[config.mk]
export PLATFORM = sky130hd
export DESIGN_NAME = rv_hazard_ctrl_flat
export DESIGN_NICKNAME = d
export VERILOG_FILES = /design/src/rtl/rv_hazard_ctrl_if.sv /design/src/rtl/rv_hazard_ctrl.sv /design/src/flat_wrapper.sv
export SDC_FILE = /design/constraint.sdc
export NUM_CORES = 1
export LEC_CHECK = 0
export ABC_AREA = 1
export CORE_ASPECT_RATIO = 1.75
export CORE_MARGIN = 2
export CORE_UTILIZATION = 45
export CTS_CLUSTER_SIZE = 30
export DETAILED_ROUTE_END_ITERATION = 8
export PLACE_DENSITY_LB_ADDON = 0.1
export RECOVER_POWER = 50
export SLEW_MARGIN = 20
export SYNTH_ARGS = -nofsm -noshare
export SYNTH_HDL_FRONTEND = slang
export SYNTH_SLANG_ARGS = --single-unit
[constraint.sdc]
create_clock -name i_clk -period 3.05 [get_ports i_clk]
set_input_delay 0.61 -clock i_clk [delete_from_list [all_inputs] [get_ports i_clk]]
set_output_delay 0.61 -clock i_clk [all_outputs]
set_load 0.005 [all_outputs]
[src/rtl/rv_hazard_ctrl_if.sv]
// Encodings shared by the hazard controller and its pipeline-status bundle.
// The pipeline side uses the master modport and the controller uses the slave modport.
package rv_hazard_pkg;

  typedef enum logic [1:0] {
    RESULT_SRC_ALU    = 2'd0,
    RESULT_SRC_MEMORY = 2'd1,
    RESULT_SRC_PC4    = 2'd2,
    RESULT_SRC_CSR    = 2'd3
  } result_src_t;

  typedef enum logic [1:0] {
    STAGED_BP_DIRECT   = 2'd0,
    STAGED_BP_MEMORY   = 2'd1,
    STAGED_BP_WRITE_BK = 2'd2
  } bp_sel_t;

endpackage

interface rv_hazard_ctrl_if #(
   parameter int REG_ADDR_W = 5,
   parameter int CNT_W      = 32
);
   import rv_hazard_pkg::*;

   logic                  i_fetch_bus_ack;
   logic [REG_ADDR_W-1:0] i_decode_rs1;
   logic [REG_ADDR_W-1:0] i_decode_rs2;
   logic                  i_decode_rs1_used;
   logic                  i_decode_rs2_used;
   logic                  i_decode_inv_instr;
   logic [REG_ADDR_W-1:0] i_exec_rs1;
   logic [REG_ADDR_W-1:0] i_exec_rs2;
   logic [REG_ADDR_W-1:0] i_exec_rd;
   logic                  i_exec_reg_write;
   result_src_t           i_exec_res_src;
   logic                  i_exec_pc_sel;
   logic                  i_exec_busy;
   logic [REG_ADDR_W-1:0] i_memory_rd;
   logic                  i_memory_reg_write;
   logic [REG_ADDR_W-1:0] i_write_back_rd;
   logic                  i_write_back_write;
   logic                  i_trap_clear;

   bp_sel_t               o_exec_bp_rs1;
   bp_sel_t               o_exec_bp_rs2;
   logic                  o_fetch_stall;
   logic                  o_decode_stall;
   logic                  o_exec_stall;
   logic                  o_decode_flush;
   logic                  o_exec_flush;
   logic                  o_memory_flush;
   logic                  o_halted;
   logic [CNT_W-1:0]      o_stall_cycles;
   logic [CNT_W-1:0]      o_redirects;

   modport master (
      output i_fetch_bus_ack, i_decode_rs1, i_decode_rs2, i_decode_rs1_used,
             i_decode_rs2_used, i_decode_inv_instr, i_exec_rs1, i_exec_rs2,
             i_exec_rd, i_exec_reg_write, i_exec_res_src, i_exec_pc_sel,
             i_exec_busy, i_memory_rd, i_memory_reg_write, i_write_back_rd,
             i_write_back_write, i_trap_clear,
      input  o_exec_bp_rs1, o_exec_bp_rs2, o_fetch_stall, o_decode_stall,
             o_exec_stall, o_decode_flush, o_exec_flush, o_memory_flush,
             o_halted, o_stall_cycles, o_redirects
   );

   modport slave (
      input  i_fetch_bus_ack, i_decode_rs1, i_decode_rs2, i_decode_rs1_used,
             i_decode_rs2_used, i_decode_inv_instr, i_exec_rs1, i_exec_rs2,
             i_exec_rd, i_exec_reg_write, i_exec_res_src, i_exec_pc_sel,
             i_exec_busy, i_memory_rd, i_memory_reg_write, i_write_back_rd,
             i_write_back_write, i_trap_clear,
      output o_exec_bp_rs1, o_exec_bp_rs2, o_fetch_stall, o_decode_stall,
             o_exec_stall, o_decode_flush, o_exec_flush, o_memory_flush,
             o_halted, o_stall_cycles, o_redirects
   );

endinterface

[src/rtl/rv_hazard_ctrl.sv]
// Pipeline hazard/forwarding controller: FLUSH/RUN/HALT sequencing, stall and flush
// generation, operand bypass selection and saturating performance counters.
module rv_hazard_ctrl
   import rv_hazard_pkg::*;
#(
   parameter int REG_ADDR_W  = 5,
   parameter int FLUSH_DEPTH = 2,   // legal range 1..15
   parameter int CNT_W       = 32
) (
   input  logic           i_clk,
   input  logic           i_reset,
   rv_hazard_ctrl_if.slave bus
);

   typedef enum logic [1:0] {
      ST_FLUSH = 2'd0,
      ST_RUN   = 2'd1,
      ST_HALT  = 2'd2
   } state_t;

   localparam logic [3:0] FLUSH_LOAD = 4'(FLUSH_DEPTH - 1);

   state_t           state_q;
   logic [3:0]       flush_cnt_q;
   logic             halted_q;
   logic [CNT_W-1:0] stall_cnt_q;
   logic [CNT_W-1:0] redirect_cnt_q;

   logic load_use;
   logic bus_wait;
   logic redirect;
   logic run_stall;
   logic halt_req;

   logic fetch_stall;
   logic decode_stall;
   logic exec_stall;
   logic decode_flush;
   logic exec_flush;
   logic memory_flush;

   // The newest producer (memory stage) wins over write-back; x0 is never forwarded.
   function automatic bp_sel_t bypass_sel(
      input logic [REG_ADDR_W-1:0] src,
      input logic [REG_ADDR_W-1:0] mem_rd,
      input logic                  mem_we,
      input logic [REG_ADDR_W-1:0] wb_rd,
      input logic                  wb_we
   );
      if (mem_we && (src != '0) && (src == mem_rd)) begin
         return STAGED_BP_MEMORY;
      end
      if (wb_we && (src != '0) && (src == wb_rd)) begin
         return STAGED_BP_WRITE_BK;
      end
      return STAGED_BP_DIRECT;
   endfunction

   assign load_use = (bus.i_exec_res_src == RESULT_SRC_MEMORY) && bus.i_exec_reg_write &&
                     (bus.i_exec_rd != '0) &&
                     ((bus.i_decode_rs1_used && (bus.i_decode_rs1 == bus.i_exec_rd)) ||
                      (bus.i_decode_rs2_used && (bus.i_decode_rs2 == bus.i_exec_rd)));
   assign bus_wait  = !bus.i_fetch_bus_ack;
   assign redirect  = bus.i_exec_pc_sel && !bus.i_exec_busy;
   assign run_stall = bus.i_exec_busy || load_use || bus_wait;

   // NOTE: every signal gets a default before the case so no path can infer a latch.
   always_comb begin
      fetch_stall  = 1'b0;
      decode_stall = 1'b0;
      exec_stall   = 1'b0;
      decode_flush = 1'b1;
      exec_flush   = 1'b1;
      memory_flush = 1'b1;
      case (state_q)
         ST_RUN: begin
            fetch_stall  = run_stall;
            decode_stall = run_stall;
            exec_stall   = bus.i_exec_busy;
            memory_flush = bus.i_exec_busy;
            // A stalled multi-cycle instruction must survive, so busy masks the exec flush.
            exec_flush   = !bus.i_exec_busy && (redirect || load_use || bus_wait);
            decode_flush = redirect;
         end
         ST_HALT: begin
            fetch_stall  = 1'b1;
            decode_stall = 1'b1;
            exec_stall   = 1'b1;
         end
         default: ;
      endcase
   end

   assign halt_req = (state_q == ST_RUN) && bus.i_decode_inv_instr &&
                     !decode_flush && !decode_stall;

   // NOTE: sequential state uses non-blocking assignments so all flops update together.
   always_ff @(posedge i_clk or posedge i_reset) begin
      if (i_reset) begin
         state_q     <= ST_FLUSH;
         flush_cnt_q <= FLUSH_LOAD;
         halted_q    <= 1'b0;
      end else begin
         case (state_q)
            ST_FLUSH: begin
               if (flush_cnt_q == '0) begin
                  state_q <= ST_RUN;
               end else begin
                  flush_cnt_q <= flush_cnt_q - 1'b1;
               end
            end
            ST_RUN: begin
               if (halt_req) begin
                  state_q  <= ST_HALT;
                  halted_q <= 1'b1;
               end
            end
            ST_HALT: begin
               if (bus.i_trap_clear) begin
                  state_q     <= ST_FLUSH;
                  flush_cnt_q <= FLUSH_LOAD;
                  halted_q    <= 1'b0;
               end
            end
            default: begin
               state_q     <= ST_FLUSH;
               flush_cnt_q <= FLUSH_LOAD;
               halted_q    <= 1'b0;
            end
         endcase
      end
   end

   // Counters only observe RUN cycles and stick at all-ones instead of wrapping.
   always_ff @(posedge i_clk or posedge i_reset) begin
      if (i_reset) begin
         stall_cnt_q    <= '0;
         redirect_cnt_q <= '0;
      end else if (state_q == ST_RUN) begin
         if (fetch_stall && (stall_cnt_q != '1)) begin
            stall_cnt_q <= stall_cnt_q + 1'b1;
         end
         if (redirect && (redirect_cnt_q != '1)) begin
            redirect_cnt_q <= redirect_cnt_q + 1'b1;
         end
      end
   end

   assign bus.o_fetch_stall  = fetch_stall;
   assign bus.o_decode_stall = decode_stall;
   assign bus.o_exec_stall   = exec_stall;
   assign bus.o_decode_flush = decode_flush;
   assign bus.o_exec_flush   = exec_flush;
   assign bus.o_memory_flush = memory_flush;
   assign bus.o_halted       = halted_q;
   assign bus.o_stall_cycles = stall_cnt_q;
   assign bus.o_redirects    = redirect_cnt_q;

   assign bus.o_exec_bp_rs1 = bypass_sel(bus.i_exec_rs1, bus.i_memory_rd, bus.i_memory_reg_write,
                                         bus.i_write_back_rd, bus.i_write_back_write);
   assign bus.o_exec_bp_rs2 = bypass_sel(bus.i_exec_rs2, bus.i_memory_rd, bus.i_memory_reg_write,
                                         bus.i_write_back_rd, bus.i_write_back_write);

endmodule

[src/flat_wrapper.sv]
// flat-port wrapper written by rule: the top's interface ports become plain ports
module rv_hazard_ctrl_flat import rv_hazard_pkg::*;
#(
   parameter int REG_ADDR_W  = 5,
   parameter int FLUSH_DEPTH = 2,                       
   parameter int CNT_W       = 32
)
  (i_clk, i_reset, bus_i_fetch_bus_ack, bus_i_decode_rs1, bus_i_decode_rs2, bus_i_decode_rs1_used, bus_i_decode_rs2_used, bus_i_decode_inv_instr, bus_i_exec_rs1, bus_i_exec_rs2, bus_i_exec_rd, bus_i_exec_reg_write, bus_i_exec_res_src, bus_i_exec_pc_sel, bus_i_exec_busy, bus_i_memory_rd, bus_i_memory_reg_write, bus_i_write_back_rd, bus_i_write_back_write, bus_i_trap_clear, bus_o_exec_bp_rs1, bus_o_exec_bp_rs2, bus_o_fetch_stall, bus_o_decode_stall, bus_o_exec_stall, bus_o_decode_flush, bus_o_exec_flush, bus_o_memory_flush, bus_o_halted, bus_o_stall_cycles, bus_o_redirects);
  rv_hazard_ctrl_if #(.REG_ADDR_W(REG_ADDR_W), .CNT_W(CNT_W)) bus_i ();
  input  logic i_clk;
  input  logic i_reset;
  input wire logic [$bits(bus_i.i_fetch_bus_ack)-1:0] bus_i_fetch_bus_ack;
  input wire logic [$bits(bus_i.i_decode_rs1)-1:0] bus_i_decode_rs1;
  input wire logic [$bits(bus_i.i_decode_rs2)-1:0] bus_i_decode_rs2;
  input wire logic [$bits(bus_i.i_decode_rs1_used)-1:0] bus_i_decode_rs1_used;
  input wire logic [$bits(bus_i.i_decode_rs2_used)-1:0] bus_i_decode_rs2_used;
  input wire logic [$bits(bus_i.i_decode_inv_instr)-1:0] bus_i_decode_inv_instr;
  input wire logic [$bits(bus_i.i_exec_rs1)-1:0] bus_i_exec_rs1;
  input wire logic [$bits(bus_i.i_exec_rs2)-1:0] bus_i_exec_rs2;
  input wire logic [$bits(bus_i.i_exec_rd)-1:0] bus_i_exec_rd;
  input wire logic [$bits(bus_i.i_exec_reg_write)-1:0] bus_i_exec_reg_write;
  input wire logic [$bits(bus_i.i_exec_res_src)-1:0] bus_i_exec_res_src;
  input wire logic [$bits(bus_i.i_exec_pc_sel)-1:0] bus_i_exec_pc_sel;
  input wire logic [$bits(bus_i.i_exec_busy)-1:0] bus_i_exec_busy;
  input wire logic [$bits(bus_i.i_memory_rd)-1:0] bus_i_memory_rd;
  input wire logic [$bits(bus_i.i_memory_reg_write)-1:0] bus_i_memory_reg_write;
  input wire logic [$bits(bus_i.i_write_back_rd)-1:0] bus_i_write_back_rd;
  input wire logic [$bits(bus_i.i_write_back_write)-1:0] bus_i_write_back_write;
  input wire logic [$bits(bus_i.i_trap_clear)-1:0] bus_i_trap_clear;
  output wire logic [$bits(bus_i.o_exec_bp_rs1)-1:0] bus_o_exec_bp_rs1;
  output wire logic [$bits(bus_i.o_exec_bp_rs2)-1:0] bus_o_exec_bp_rs2;
  output wire logic [$bits(bus_i.o_fetch_stall)-1:0] bus_o_fetch_stall;
  output wire logic [$bits(bus_i.o_decode_stall)-1:0] bus_o_decode_stall;
  output wire logic [$bits(bus_i.o_exec_stall)-1:0] bus_o_exec_stall;
  output wire logic [$bits(bus_i.o_decode_flush)-1:0] bus_o_decode_flush;
  output wire logic [$bits(bus_i.o_exec_flush)-1:0] bus_o_exec_flush;
  output wire logic [$bits(bus_i.o_memory_flush)-1:0] bus_o_memory_flush;
  output wire logic [$bits(bus_i.o_halted)-1:0] bus_o_halted;
  output wire logic [$bits(bus_i.o_stall_cycles)-1:0] bus_o_stall_cycles;
  output wire logic [$bits(bus_i.o_redirects)-1:0] bus_o_redirects;
  assign bus_i.i_fetch_bus_ack = bus_i_fetch_bus_ack;
  assign bus_i.i_decode_rs1 = bus_i_decode_rs1;
  assign bus_i.i_decode_rs2 = bus_i_decode_rs2;
  assign bus_i.i_decode_rs1_used = bus_i_decode_rs1_used;
  assign bus_i.i_decode_rs2_used = bus_i_decode_rs2_used;
  assign bus_i.i_decode_inv_instr = bus_i_decode_inv_instr;
  assign bus_i.i_exec_rs1 = bus_i_exec_rs1;
  assign bus_i.i_exec_rs2 = bus_i_exec_rs2;
  assign bus_i.i_exec_rd = bus_i_exec_rd;
  assign bus_i.i_exec_reg_write = bus_i_exec_reg_write;
  assign bus_i.i_exec_res_src = bus_i_exec_res_src;
  assign bus_i.i_exec_pc_sel = bus_i_exec_pc_sel;
  assign bus_i.i_exec_busy = bus_i_exec_busy;
  assign bus_i.i_memory_rd = bus_i_memory_rd;
  assign bus_i.i_memory_reg_write = bus_i_memory_reg_write;
  assign bus_i.i_write_back_rd = bus_i_write_back_rd;
  assign bus_i.i_write_back_write = bus_i_write_back_write;
  assign bus_i.i_trap_clear = bus_i_trap_clear;
  assign bus_o_exec_bp_rs1 = bus_i.o_exec_bp_rs1;
  assign bus_o_exec_bp_rs2 = bus_i.o_exec_bp_rs2;
  assign bus_o_fetch_stall = bus_i.o_fetch_stall;
  assign bus_o_decode_stall = bus_i.o_decode_stall;
  assign bus_o_exec_stall = bus_i.o_exec_stall;
  assign bus_o_decode_flush = bus_i.o_decode_flush;
  assign bus_o_exec_flush = bus_i.o_exec_flush;
  assign bus_o_memory_flush = bus_i.o_memory_flush;
  assign bus_o_halted = bus_i.o_halted;
  assign bus_o_stall_cycles = bus_i.o_stall_cycles;
  assign bus_o_redirects = bus_i.o_redirects;
  rv_hazard_ctrl #(.REG_ADDR_W(REG_ADDR_W), .FLUSH_DEPTH(FLUSH_DEPTH), .CNT_W(CNT_W)) u_core (.i_clk(i_clk), .i_reset(i_reset), .bus(bus_i));
endmodule
==> metrics.md, run 1 <==
| Metric | Value |
|---|---|
| Status | completed |
| Max-cap violation count | 0 |
| Gr usage total | 25.7% |
| Sink Count | 71 |
| Post-CTS repair timing setup buffer count | 0 |
| Post-synthesis sequential area ratio | 35.7% |
| Ys Warns | 0 |
| Syn nets | 757 |
| Slowest stage delay, CP | 590 ps |
| Leading post-synthesis cells by cell area | dfrtp_1 (35%), nand2_1 (16%), xor2_1 (9.5%) |
| Synth Area in Simple Gates | 34.3% |
| Data arrival time of the critical path | 2410 ps |
| Mux cell area share after synthesis | 0% |
| WL/cell | 15.6 µm |
| TritonCTS buffer count | 9 |
| # fillers | 1020 |
| Largest family of logic cells by synthesized area | simple AND/OR/NAND/NOR gates |
| Asr flop ratio synth | 100% |
| Post-Syn Area per Cell | 7.11 µm² |
| Final Hold Viols | 0 |
| Cells after synthesis | 701 |
| Starting density of the core | 46.3% |
| WL final | 15.0 mm |
| CP cell instances | clkdlybuf4s50_1 > o22ai_1 > inv_1 > nand4_1 > a2111oi_2 > buf_4 > clkdlybuf4s50_1 |
| DRC viols | 0 |
| Synth area leader | dfrtp_1 |
| Dpl cell area | 6350 µm² |
| Final Max Slew Viols | 0 |
| Yosys cell types | 39 |
| R2R depth | 9 |
| Post-route cell area | 6660 µm² |
| Clock insertion delay at the later pin of the skew report | 340 ps |
| Power Density | 592 nW/µm² |
| Worst slew margin | 18.1% |
| Setup tns final | 0 ps |
| GP Congestion | 0.954 |
| Vias in the first global route | 5150 |
| Worst-margin pin slew | 1230 ps |
| Row Count | 50 |
| Most frequent CP cell | clkdlybuf4s50_1 |
| Layout cell share with drive strength beyond 1 | 5.87% |
| P_leak | 3.12 nW |
| First-pass GRT wire length | 24.6 mm |
| Clk slew on worst S/H paths | 60 ps |
| Die Ht | 143 µm |
| Synthesized area | 4980 µm² |
| Nature of the critical path startpoint | input port |
| Seq cells post-synth | 71 |
| H-tree depth | 3 |
| CP Capture Type | primary output |
| WP data required | 2440 ps |
| Die W | 83.6 µm |
| Worst IR drop on VDD | 431 µV |
| Final min period | 3020 ps |
| Synth Area in Compound Gates | 7.48% |
| EDFF count, synth | 0 |
| Initial antenna violation count | 0 |
| Hold WC Path Type | register to register |
| Slowest-stage cell, CP | clkdlybuf4s50_1 |
| Post-Place Worst Slack | -13.9 ps |
| Setup CP Type | input port to primary output |
| Max clock buf depth | 2 |
| Largest net degree at the start of global routing | 53 |
| Io pins | 124 |
| Share of the synthesized area in the top cell type | 35.1% |
| Post-DR vias/cell | 5.25 |
| Final core occ | 61.8% |
| CTS tree | yes |
| Nets | 886 |
| Area delta synth->final | 33.5% |
| Die area | 12000 µm² |
| Core ar. | 10800 µm² |
| Synth Area in Adders | 1.76% |
| Setup-failing EPs final | 0 |
| Grt ovf | 0 |
| Worst Clk Skew | 11.2 ps |
| Input/output buffers | 123 |
| First-pass iteration count of the detailed router | 5 |
| Main flop type after synthesis | dfrtp_1 |
| Initial DRC count | 301 |
| Ant. Diodes | 0 |
| Post-DP HPWL | 11.9 mm |
| Final WS setup | 32.8 ps |
| Post-route antenna net violation count | 0 |
| Vias | 5071 |
| Final period util | 98.9% |
| Clk root buf | clkbuf_16 |
| CP Max Fanout | 4 |
| Hold depth | 2 |
| XOR/XNOR share of the synthesized area | 11.8% |
| Max Freq | 0.331 GHz |
cell families (layout without fill, tap and decap cells):
group,Yosys count,count (layout)
AO/OA/AOI/OAI,55,55
buffers and inverters,107,241
XOR/XNOR,67,67
flip-flops,71,71
AND/OR/NAND/NOR,394,394
adder cells (fa/ha/maj),7,7
timing repair:
item	CTS	global route
hold buffers	0	0
resized for setup	4	9
cloned	0	0
pin swaps	0	1
setup endpoints to repair	4	7
cells in the mapped netlist, types with 4 or more instances:
cell type,count
nand2_1,208
inv_1,91
nor2_1,79
dfrtp_1,70
xor2_1,54
nor3_1,35
nand3_1,26
nand4_1,21
o21ai_0,20
o21ai_2,15
xnor2_1,13
nor4_1,12
ha_1,7
buf_6,5
a21oi_1,4
final cells by class:
cell class / instances / area [µm²] / share of cell area (%)
multi-input cells: 523 / 2780 / 41.7
clock inverters: 5 / 32.5 / 0.489
repair buffers: 131 / 1300 / 19.6
flip-flops and latches: 71 / 1780 / 26.7
well taps: 130 / 163 / 2.44
clock buffers: 11 / 253 / 3.80
inverters: 94 / 353 / 5.30
critical path: cells and delay by family:
kind | cells | cell delay (ps)
compound gates | 2 | 390
buf+inv | 4 | 1320
simple gates | 1 | 90
registers in the layout (all words and copies together), names as in the netlist:
name / count
u_core.bus.o_halted: 1
u_core.bus.o_redirects: 32
u_core.bus.o_stall_cycles: 32
u_core.flush_cnt_q: 4
u_core.state_q: 2
where the power goes:
part	total [mW]	switching, mW	leakage (nW)	internal (mW)
Combinational	1.55	0.830	2.06	0.722
Clock	1.01	0.420	0.134	0.592
Sequential	1.38	0.224	0.925	1.15
through the flow:
step	total power, mW	cells	hold WS (ps)
final	3.94	965	516
after detailed placement	3.01	949	504
after global placement	2.95	949	493
after global routing	4.20	965	538
after CTS	4.03	965	513
after floorplan	2.28	701	472
placed cells by master, fill, tap and decap left out, types with 9 or more instances in the layout:
master           instances
clkbuf_16                9
o21ai_2                 15
dlygate4sd3_1           23
nand3_1                 26
nand2_1                208
nor2_1                  79
xnor2_1                 13
clkdlybuf4s50_1         92
xor2_1                  54
nor4_1                  10
dfrtp_1                 70
nand4_1                 21
nor3_1                  36
o21ai_0                 21
inv_1                   92
per-layer routing:
metal | routed length, µm | track usage [%]
met3 | 625 | 3.76
met2 | 8160 | 48.6
met4 | 843 | 15.4
met5 | 0 | 0
met1 | 5380 | 26.4
path summary, 6_finish.rpt:
check                                            from  slack, ps                       endpoint
max                                bus_i_memory_rd[1]         30           bus_o_exec_bp_rs2[0]
min                               u_core.bus.o_halted        520            u_core.bus.o_halted
max reg2reg                u_core.bus.o_redirects[19]        630     u_core.bus.o_redirects[15]
min reg2reg                       u_core.bus.o_halted        520            u_core.bus.o_halted
max in group asynchronous                     i_reset        620     u_core.bus.o_redirects[12]
min in group asynchronous                     i_reset        840  u_core.bus.o_stall_cycles[19]
Note: power is estimated with default switching activity, not from simulation.
==> run 2: changes to the inputs <==
==> constraint.sdc (replaced) <==
create_clock -name i_clk -period 3.55 [get_ports i_clk]
set_input_delay 0.71 -clock i_clk [delete_from_list [all_inputs] [get_ports i_clk]]
set_output_delay 0.71 -clock i_clk [all_outputs]
set_load 0.005 [all_outputs]
==> run 2 against run 1 <==
Net effect:
- sequential share of layout area barely moved
- sequential power shrank 14%
- clock skew down 6.6 ps
- wire length fell by 0.85%
- critical path depth down 1
- register-to-register slack better by 370 ps
- worst setup slack gained 190 ps
- sequential cell count unchanged
- via count up 0.34%
- critical endpoint unchanged
- highest routed layer unchanged
==> metrics.md, run 2 (same netlist as run 1, synthesis figures left out) <==
| Metric | Value |
|---|---|
| Status | completed |
| Most common cell after layout, fill and taps aside | nand2_1 |
| Clk slew on worst S/H paths | 60 ps |
| Input/output buffers | 123 |
| Slowest-stage cell, CP | clkdlybuf4s50_1 |
| Data arrival time of the critical path | 2610 ps |
| Most frequent cells in the layout | nand2_1 (209), inv_1 (91), clkdlybuf4s50_1 (91), nor2_1 (79), dfrtp_1 (70) |
| Max-cap violation count | 0 |
| Switch Pwr | 1.26 mW |
| Initial antenna violation count | 0 |
| Post-route antenna net violation count | 0 |
| Power share of the clock group | 29.5% |
| Worst Clk Skew | 4.61 ps |
| GP Congestion | 0.952 |
| Vias in the first global route | 5045 |
| First-pass GRT wire length | 23.9 mm |
| Setup-failing EPs final | 0 |
| WL final | 14.9 mm |
| Initial DRC count | 203 |
| Gr usage total | 25.1% |
| Power Density | 535 nW/µm² |
| Internal | 2.30 mW |
| FF/Latch Area | 1780 µm² |
| Post-DR vias/cell | 5.29 |
| P_leak | 3.08 nW |
| Vias | 5088 |
| RSZ-0062 raised after global routing | no |
| H-tree depth | 3 |
| # fillers | 1024 |
| Most frequent CP cell | clkdlybuf4s50_1 |
| WL/cell | 15.5 µm |
| Top cell family by delay on the critical path | buffers and inverters |
| Layout cell share with drive strength beyond 1 | 5.29% |
| Worst-margin pin slew | 1230 ps |
| Nets | 882 |
| Setup CP Type | input port to primary output |
| Core ar. | 10800 µm² |
| CP Capture Type | primary output |
| Final period util | 93.6% |
| First-pass iteration count of the detailed router | 6 |
| Sink Count | 71 |
| Ant. Diodes | 0 |
| Grt ovf | 0 |
| Starting density of the core | 46.3% |
| Clk root buf | clkbuf_16 |
| CP Max Fanout | 4 |
| Largest net degree at the start of global routing | 53 |
| Slowest stage delay, CP | 610 ps |
| WP data required | 2840 ps |
| Hold WC Path Type | register to register |
| Max clock buf depth | 2 |
| CP cell instances | clkdlybuf4s50_1 > o22ai_1 > inv_1 > nand4_1 > a2111oi_0 > clkdlybuf4s50_1 |
| Dpl cell area | 6320 µm² |
| Row Count | 50 |
| Worst IR drop on VDD | 373 µV |
| Final Max Slew Viols | 0 |
| DRC viols | 0 |
| Clock insertion delay at the later pin of the skew report | 340 ps |
| Die Ht | 143 µm |
| Io pins | 124 |
| Area delta synth->final | 33.5% |
| Final min period | 3320 ps |
| Hold-fix buffers, CTS | 0 |
| Die area | 12000 µm² |
| Area of the multi-input gates | 2750 µm² |
| Worst slew margin | 17.9% |
| Sw frac | 35.3% |
| CTS tree | yes |
| WP buf/inv | 3 |
| Sequential power share | 33.3% |
| Comb power frac | 37.2% |
| Post-DP HPWL | 11.7 mm |
| TritonCTS buffer count | 9 |
| Setup tns final | 0 ps |
| Nature of the critical path startpoint | input port |
| Final Hold Viols | 0 |
| Max Freq | 0.301 GHz |
| Post-route cell area | 6650 µm² |
| Post-CTS repair timing setup buffer count | 0 |
| # resized after CTS | 0 |
| Die W | 83.6 µm |
run 2: cell types whose count changed in the layout (fill, tap and decap cells not counted), sizes merged:
cell / delta
bufinv: +3
clkinvlp: -2
dlygate4sd2: -2
clkbuf: -2
dlymetal6s2s: -6
dlygate4sd3: +9
clkinv: -1
buf: -2
clkdlybuf4s50: -1
run 2: per-layer routing:
metal	global-route usage [%]	wire length (µm)	vias up
met1	24.6	5250	2377
met3	4.51	655	52
li1	-	-	2480
met2	48.8	8170	179
met5	0	0	-
met4	14.1	804	0
run 2: per-stage QoR:
step / utilization [%] / std cells / hold WS [ps] / total power, mW / setup slack (ps)
2_1_floorplan: - / 701 / 472 / 1.96 / 1030
3_3_place_gp: 58.8 / 945 / 491 / 2.53 / 296
3_5_place_dp: 58.8 / 945 / 496 / 2.58 / 251
4_1_cts: 61.9 / 961 / 505 / 3.64 / 255
5_1_grt: 61.8 / 961 / 535 / 3.78 / 53.4
6_report: 61.8 / 961 / 502 / 3.56 / 228
run 2: path summary, 6_finish.rpt:
| path | startpoint | slack, ps | cells past startpoint | endpoint |
|---|---|---|---|---|
| worst max-delay path | bus_i_memory_rd[1] | 230 | 6 | bus_o_exec_bp_rs2[0] |
| worst min-delay path | u_core.flush_cnt_q[0] | 500 | 2 | u_core.flush_cnt_q[0] |
| worst max register to register | u_core.bus.o_redirects[0] | 1000 | 10 | u_core.bus.o_redirects[19] |
| worst min register to register | u_core.flush_cnt_q[0] | 500 | 2 | u_core.flush_cnt_q[0] |
| max in group asynchronous | i_reset | 970 | 3 | u_core.bus.o_redirects[31] |
| min in group asynchronous | i_reset | 1150 | 2 | u_core.bus.o_stall_cycles[17] |
run 2: final cells by class:
class,instances,share of cell area [%]
inverter,94,5.30
clock inverter,5,1.60
multi-input combinational,523,41.4
tap,130,2.44
timing repair buffer,127,19.1
clock buffer,11,3.50
sequential,71,26.7
run 2: tightest hold or removal path, stage by stage (launching register included):
cell and delay, ps:
dfstp_2 370, nand2_1 50, o21ai_0 70
run 2: power groups by stage:
| stage | clock network, mW | registers [mW] | logic (mW) |
|---|---|---|---|
| 2_1_floorplan | 0 | 1.17 | 0.788 |
| 3_3_place_gp | 0 | 1.20 | 1.34 |
| 3_5_place_dp | 0 | 1.21 | 1.37 |
| 4_1_cts | 1.07 | 1.19 | 1.38 |
| 5_1_grt | 1.10 | 1.22 | 1.46 |
| 6_report | 1.05 | 1.19 | 1.32 |
